===== src/rtl/mem_port_arbiter.sv =====
// Round-robin arbiter sharing one single-beat memory port between icache refills
// and dcache refills/writebacks; each granted line is split into LINE_WORDS word beats.
module mem_port_arbiter #(
    parameter int ADDR_WIDTH = 32,
    parameter int DATA_WIDTH = 32,
    parameter int LINE_WORDS = 4
) (
    input  logic                  clk,
    input  logic                  rst_n,
    input  logic                  i_req_valid,
    input  logic [ADDR_WIDTH-1:0] i_req_addr,
    output logic                  i_req_ready,
    output logic                  i_resp_valid,
    output logic [DATA_WIDTH-1:0] i_resp_data,
    output logic                  i_resp_last,
    input  logic                  d_req_valid,
    input  logic                  d_req_write,
    input  logic [ADDR_WIDTH-1:0] d_req_addr,
    output logic                  d_req_ready,
    input  logic [DATA_WIDTH-1:0] d_wdata,
    output logic                  d_wdata_ready,
    output logic                  d_resp_valid,
    output logic [DATA_WIDTH-1:0] d_resp_data,
    output logic                  d_resp_last,
    output logic                  mem_valid,
    input  logic                  mem_ready,
    output logic                  mem_write,
    output logic [ADDR_WIDTH-1:0] mem_addr,
    output logic [DATA_WIDTH-1:0] mem_wdata,
    input  logic                  mem_rvalid,
    input  logic [DATA_WIDTH-1:0] mem_rdata
);

    localparam int BEAT_W = $clog2(LINE_WORDS);
    localparam logic [ADDR_WIDTH-1:0] OFF_MASK  = ADDR_WIDTH'(LINE_WORDS * 4 - 1);
    localparam logic [BEAT_W-1:0]     LAST_BEAT = BEAT_W'(LINE_WORDS - 1);
    localparam logic [BEAT_W-1:0]     BEAT_ONE  = BEAT_W'(1);

    typedef enum logic [1:0] {
        ST_IDLE  = 2'd0,
        ST_ISSUE = 2'd1,
        ST_WAIT  = 2'd2
    } state_t;

    state_t                  state_r;
    logic [BEAT_W-1:0]       beat_r;
    logic [ADDR_WIDTH-1:0]   base_r;
    logic                    owner_d_r;
    logic                    write_r;
    logic                    last_grant_d_r;
    logic                    i_resp_valid_r;
    logic [DATA_WIDTH-1:0]   i_resp_data_r;
    logic                    i_resp_last_r;
    logic                    d_resp_valid_r;
    logic [DATA_WIDTH-1:0]   d_resp_data_r;
    logic                    d_resp_last_r;

    logic                    grant_i_s;
    logic                    grant_d_s;
    logic                    issue_s;
    logic                    is_last_s;
    logic [ADDR_WIDTH-1:0]   grant_base_s;
    logic [ADDR_WIDTH-1:0]   beat_addr_s;

    // Grant decision: only in IDLE and never while reset is held; ties go to the
    // requester that did not win last time.
    always_comb begin
        grant_i_s = 1'b0;
        grant_d_s = 1'b0;
        if (rst_n && (state_r == ST_IDLE)) begin
            if (i_req_valid && d_req_valid) begin
                if (last_grant_d_r) begin
                    grant_i_s = 1'b1;
                end else begin
                    grant_d_s = 1'b1;
                end
            end else begin
                grant_i_s = i_req_valid;
                grant_d_s = d_req_valid;
            end
        end else begin
            grant_i_s = 1'b0;
            grant_d_s = 1'b0;
        end
    end

    // Line base of the winning request and address/termination of the current beat.
    always_comb begin
        grant_base_s = {ADDR_WIDTH{1'b0}};
        if (grant_d_s) begin
            grant_base_s = d_req_addr & ~OFF_MASK;
        end else begin
            grant_base_s = i_req_addr & ~OFF_MASK;
        end
        beat_addr_s = base_r | ADDR_WIDTH'({beat_r, 2'b00});
        is_last_s   = (beat_r == LAST_BEAT);
        issue_s     = (state_r == ST_ISSUE);
    end

    // Transaction FSM with registered per-owner response beats.
    always_ff @(posedge clk or negedge rst_n) begin
        if (!rst_n) begin
            state_r        <= ST_IDLE;
            beat_r         <= {BEAT_W{1'b0}};
            base_r         <= {ADDR_WIDTH{1'b0}};
            owner_d_r      <= 1'b0;
            write_r        <= 1'b0;
            last_grant_d_r <= 1'b0;
            i_resp_valid_r <= 1'b0;
            i_resp_data_r  <= {DATA_WIDTH{1'b0}};
            i_resp_last_r  <= 1'b0;
            d_resp_valid_r <= 1'b0;
            d_resp_data_r  <= {DATA_WIDTH{1'b0}};
            d_resp_last_r  <= 1'b0;
        end else begin
            i_resp_valid_r <= 1'b0;
            i_resp_data_r  <= {DATA_WIDTH{1'b0}};
            i_resp_last_r  <= 1'b0;
            d_resp_valid_r <= 1'b0;
            d_resp_data_r  <= {DATA_WIDTH{1'b0}};
            d_resp_last_r  <= 1'b0;
            case (state_r)
                ST_IDLE: begin
                    if (grant_i_s || grant_d_s) begin
                        owner_d_r      <= grant_d_s;
                        write_r        <= grant_d_s && d_req_write;
                        base_r         <= grant_base_s;
                        beat_r         <= {BEAT_W{1'b0}};
                        last_grant_d_r <= grant_d_s;
                        state_r        <= ST_ISSUE;
                    end
                end
                ST_ISSUE: begin
                    if (mem_ready) begin
                        state_r <= ST_WAIT;
                    end
                end
                ST_WAIT: begin
                    if (mem_rvalid) begin
                        if (owner_d_r) begin
                            d_resp_valid_r <= 1'b1;
                            d_resp_data_r  <= write_r ? {DATA_WIDTH{1'b0}} : mem_rdata;
                            d_resp_last_r  <= is_last_s;
                        end else begin
                            i_resp_valid_r <= 1'b1;
                            i_resp_data_r  <= mem_rdata;
                            i_resp_last_r  <= is_last_s;
                        end
                        if (is_last_s) begin
                            beat_r  <= {BEAT_W{1'b0}};
                            state_r <= ST_IDLE;
                        end else begin
                            beat_r  <= beat_r + BEAT_ONE;
                            state_r <= ST_ISSUE;
                        end
                    end
                end
                default: begin
                    beat_r  <= {BEAT_W{1'b0}};
                    state_r <= ST_IDLE;
                end
            endcase
        end
    end

    assign i_req_ready   = grant_i_s;
    assign d_req_ready   = grant_d_s;
    assign mem_valid     = issue_s;
    assign mem_write     = issue_s && write_r;
    assign mem_addr      = issue_s ? beat_addr_s : {ADDR_WIDTH{1'b0}};
    assign mem_wdata     = (issue_s && write_r) ? d_wdata : {DATA_WIDTH{1'b0}};
    assign d_wdata_ready = issue_s && write_r && mem_ready;
    assign i_resp_valid  = i_resp_valid_r;
    assign i_resp_data   = i_resp_data_r;
    assign i_resp_last   = i_resp_last_r;
    assign d_resp_valid  = d_resp_valid_r;
    assign d_resp_data   = d_resp_data_r;
    assign d_resp_last   = d_resp_last_r;

endmodule


===== config.mk =====
export PLATFORM = sky130hd
export DESIGN_NAME = mem_port_arbiter
export DESIGN_NICKNAME = d
export VERILOG_FILES = /design/src/rtl/mem_port_arbiter.sv
export SDC_FILE = /design/constraint.sdc
export NUM_CORES = 1
export LEC_CHECK = 0
export ABC_AREA = 1
export BUFFER_PORTS_ARGS = -buffer_cell sky130_fd_sc_hd__buf_2
export CAP_MARGIN = 20
export CORE_ASPECT_RATIO = 0.6
export CORE_UTILIZATION = 36
export DETAILED_ROUTE_END_ITERATION = 6
export GPL_TIMING_DRIVEN = 0
export PLACE_DENSITY = 0.69
export SLEW_MARGIN = 20
export SYNTH_ARGS = -nofsm -noshare
export SYNTH_HDL_FRONTEND = slang
export SYNTH_SLANG_ARGS = --single-unit

===== constraint.sdc =====
create_clock -name clk -period 3.75 [get_ports clk]
set_clock_uncertainty 0.15 [all_clocks]
set_input_delay 0.375 -clock clk [delete_from_list [all_inputs] [get_ports clk]]
set_output_delay 0.375 -clock clk [all_outputs]
set_load 0.01 [all_outputs]

## Yosys cells after proc, flatten, opt, wreduce, memory -nomap -nowiden

Index checks and enable logic that the tools add are counted.

- Register bits: 106
- Output and inout port bits: 137
- Logic and storage cells: 65

- $add $sub $neg: 1
- Eq/ne operators: 6
- Multiplexer cells: 35
- Bitwise logic cells: 2
- Reduce and logical (&&, ||, !) cells: 10

Operators by type and width:

| cell | count |
|---|---|
| two-way mux 32 bit | 10 |
| bitwise OR 32 x 4 -> 32 bit | 1 |
| two-way mux 1 bit | 17 |
| two-way mux 2 bit | 6 |
| case mux 2 bit (3 select lines) | 2 |
| AND reduction 3 bit | 2 |
| logical AND 1 bit | 5 |
| == test 2 bit, second input constant | 2 |
| inequality test 2 bit, second input constant | 2 |
| adder 2 x 1 -> 2 bit, second input constant | 1 |
| == test 2 x 1 -> 1 bit, second input constant | 1 |
| logical NOT 2 bit | 1 |
| inequality test 2 x 1 -> 1 bit, second input constant | 1 |
| AND reduction 2 bit | 1 |
| logical OR 1 bit | 1 |
| NOT 1 bit | 1 |

## Logic depth before layout (Yosys ltp)

- Depth in word-level cells: 6
- Gate-level depth with buffers: 8
- Gate-level depth less buffers: 7

## Least setup slack after synthesis

OpenSTA, ideal clock, no wires.

- Kind: register to output
- Start: register state_r[1]
- End: output port mem_wdata[10]
- Arrival: 1.298 ns
- Required time: 3.225 ns
- Setup slack: 1.927 ns
- Stages on the path, launching flop included: 7
- Path buffers: 1
- Path through: dfrtp_1 nor2_2 inv_2 nor2_2 inv_2 buf_2 nor2_1

- Longest elaborated chain between the ends: 3

RTL lines:

| what | RTL line | source |
|---|---|---|
| start: declaration | 45 | `state_t state_r;` |
| start signal: assignment | 103 | `state_r <= ST_IDLE;` |
| start signal: assignment | 130 | `state_r <= ST_ISSUE;` |
| start signal: assignment | 135 | `state_r <= ST_WAIT;` |
| == test 2 x 1 -> 1 bit | 97 | `issue_s = (state_r == ST_ISSUE);` |
| via mem_valid | 25 | `output logic mem_valid,` |
| logical AND 1 bit | -- |  |
| via mem_write | 27 | `output logic mem_write,` |
| two-way mux 32 bit | 171 | `assign mem_wdata = (issue_s && write_r) ? d_wdata : {DATA_WIDTH{1'b0}};` |
| end: declaration | 29 | `output logic [DATA_WIDTH-1:0] mem_wdata,` |

The timed path passes the listed nets, and every way through them passes these cells.

## Worst setup path in the final report

- Start: input port rst_n
- End: output port d_req_ready

- Longest elaborated chain between the ends: 2

RTL lines:

| what | RTL line | source |
|---|---|---|
| start: declaration | 9 | `input logic rst_n,` |
| logical AND 1 bit | 70 | `if (rst_n && (state_r == ST_IDLE)) begin` |
| two-way mux 1 bit | 70 |  |
| end: declaration | 19 | `output logic d_req_ready,` |

No other way between the ends.

==> reports/qor.txt <==
Commonest non-fill, non-tap cell in the layout -> buf_2
Placed cell count -> 987
Worst-Skew Late Latency -> 0.34 ns
Seq/Total Area, Yosys -> 58.29%
Hold Path Sink -> write_r
Clock power frac -> 25.7%
Syn avg cell area -> 7.765 sq um
R2R depth -> 8
Leak -> 4.171 nW
Vias per std cell -> 4.107
Final setup viols -> 0
Critical path class -> in -> out
Psw -> 1.307 mW
Number of iterations in the first detailed-routing pass -> 6
CP top delay family -> buffers and inverters
Min-delay src -> d_req_write
Gpl congestion -> 0.7956
Post-CTS Resized -> 0
Routed WL per cell -> 12.06 um
Worst Path Buf+Inv -> 6
Die X -> 144.4 um
Comb power frac -> 33.8%
Initial core utilization -> 37.88%
CTS tree -> done
Deepest clock path buffer count -> 2
Total negative setup slack -> 0 ns
MaxCap Viol Count -> 0
DR iter-0 viols -> 148
Max-slew violation count -> 0
Slowest cell on the critical path -> dlygate4sd3_1
Worst vdd ir -> 0.2201 mV
CP cell instances -> dlygate4sd3_1 > buf_6 > buf_16 > nand4_1 > inv_2 > buf_2 > buf_2
Post-layout instance area -> 6221 sq um
Slowest stage delay, CP -> 0.56 ns
Synth warn -> 0
Reg2reg end -> base_r[27]
Root Buffer -> clkbuf_16
DRC Markers -> 0
Syn Inst Count -> 564
Largest net degree at the start of global routing -> 68
Clock transition at path regs -> 0.07 ns
N_diodes -> 0
Most frequent cells in the layout -> buf_2, nand2_1, nor2_1
Yosys reg bits -> 102
Antenna-violating nets left -> 0
Crit path DAT -> 2.32 ns
Int Pwr -> 2.211 mW
Vias in the first global route -> 3798
Initial antenna violation count -> 0
Fmax -> 352.1 MHz
Worst-path fanout max -> 67
Die Y-Extent -> 87.43 um
Internal reg-to-reg setup slack -> 2.08 ns
WHS Path Cells -> 3
Crit path time final -> 2.840 ns
Post-DP HPWL -> 9505 um
Final hold vios -> 0
Final WL -> 12100 um
PD cells -> 565.5 nW/um^2
Global-route wire length before repair -> 18530 um
Clock sink count -> 102
Die ar. -> 12620 sq um
Sequential power share -> 40.4%
Layout area overhead -> 42.06%
CP Launch Type -> primary input
Core Rows -> 30
Inserted Clock Buffers -> 9
CORE AREA -> 11560 sq um
Worst r2r src -> state_r[1]
Final period util -> 75.74%
Filler cells -> 1127
Vias -> 4123
PortBufs -> 261
Grt ovf -> 0
GRT Total Usage -> 19.15%
Mapped cell area -> 4379 sq um
Hold Path Class -> in -> reg
Non-filler cells, final -> 1004
Crit end category -> output pin
IO Count -> 272
Nets -> 975
Req. time, crit path -> 3.22 ns
Status -> completed
Share of cells above drive strength 1 -> 36.61%
DP Area -> 5923 sq um
H-tree levels -> 3
Netlist cell types -> 19
CP most frequent cell -> buf_2
RSZ-0062 raised after global routing -> no
Sw Ratio -> 37.14%
-- metrics by stage --
| step | hold WS [ns] | util, % | total power [mW] | worst slack [ns] |
|---|---|---|---|---|
| 2_1_floorplan | -0.07059 | - | 2.155 | 1.927 |
| 3_3_place_gp | 0.3130 | 50.94 | 2.620 | 0.1443 |
| 3_5_place_dp | 0.1520 | 51.23 | 2.643 | 1.445 |
| 4_1_cts | 0.07467 | 53.81 | 3.559 | 0.8431 |
| 5_1_grt | 0.09414 | 53.81 | 3.782 | 0.6842 |
| 6_report | 0.08936 | 53.81 | 3.518 | 0.9099 |
-- Yosys cell counts (all sizes together) --
library cell,count,area (sq um)
nand3,5,25.02
o21ai,3,15.01
nand4,4,25.02
ha,1,12.51
dfrtp,102,2552
inv,106,397.9
a21oi,2,10.01
conb,1,3.750
buf,21,116.4
clkbuf,4,15.01
nor3,3,25.02
nor4,1,6.260
nor2,131,499.2
nand2,180,675.7
-- how the worst max path moves through the flow --
stage,slack (ns),start,to,cells past startpoint
2_1_floorplan,1.93,state_r[1],mem_wdata[10],6
3_3_place_gp,0.14,rst_n,d_req_ready,5
3_5_place_dp,1.44,rst_n,d_req_ready,6
4_1_cts,0.84,rst_n,d_req_ready,7
5_1_grt,0.68,rst_n,d_req_ready,7
6_report,0.91,rst_n,d_req_ready,7
-- worst min-delay path, stage by stage --
cell,delay [ns]
buf_2,0.07
nand2_1,0.04
o21ai_0,0.05
-- per-layer routing --
| layer | up-vias | global-route usage (%) | share of wire, % |
|---|---|---|---|
| li1 | 2147 | - | - |
| met1 | 1829 | 23.99 | 44 |
| met2 | 141 | 32.30 | 47 |
| met3 | 6 | 5.772 | 7.8 |
| met4 | 0 | 4.976 | 0.74 |
| met5 | - | 0 | 0 |
-- registers in the layout (all words and copies together), names as in the netlist --
register        count
d_resp_data        32
i_resp_data        32
base_r             28
beat_r              2
state_r             2
d_resp_last         1
d_resp_valid        1
i_resp_last         1
i_resp_valid        1
last_grant_d_r      1
write_r             1
-- area by class of cell --
cell class                 instances  area [sq um]  share of cell area (%)
inverter                         106         397.9                   6.396
tap                              160         200.2                   3.218
clock buffer                       9         225.2                   3.620
timing repair buffer             263          1350                   21.70
clock inverter                     7         62.56                   1.006
multi-input combinational        332          1301                   20.92
sequential                       102          2552                   41.03
buffer                            25         131.4                   2.112
-- cell families after synthesis --
kind of cell | count (synthesis) | share of synthesized area (%)
other cells | 1 | 0.08563
simple gates | 324 | 28.69
flops | 102 | 58.29
fa+ha+maj | 1 | 0.2857
compound gates | 5 | 0.5713
buf+inv | 131 | 12.09
-- power groups by stage --
stage	Clock (mW)	Combinational, mW	Sequential (mW)
floorplan	0	0.712	1.44
global placement	0	1.18	1.43
detailed placement	0	1.20	1.44
CTS	0.932	1.21	1.42
global route	0.978	1.36	1.45
finish	0.905	1.19	1.42
-- what timing repair did --
action                                 in CTS  in global routing
buffers inserted                            0                  0
hold buffers                                1                  0
endpoints found under the hold margin      38                  0
No activity file was read; power rests on OpenSTA's default activity.
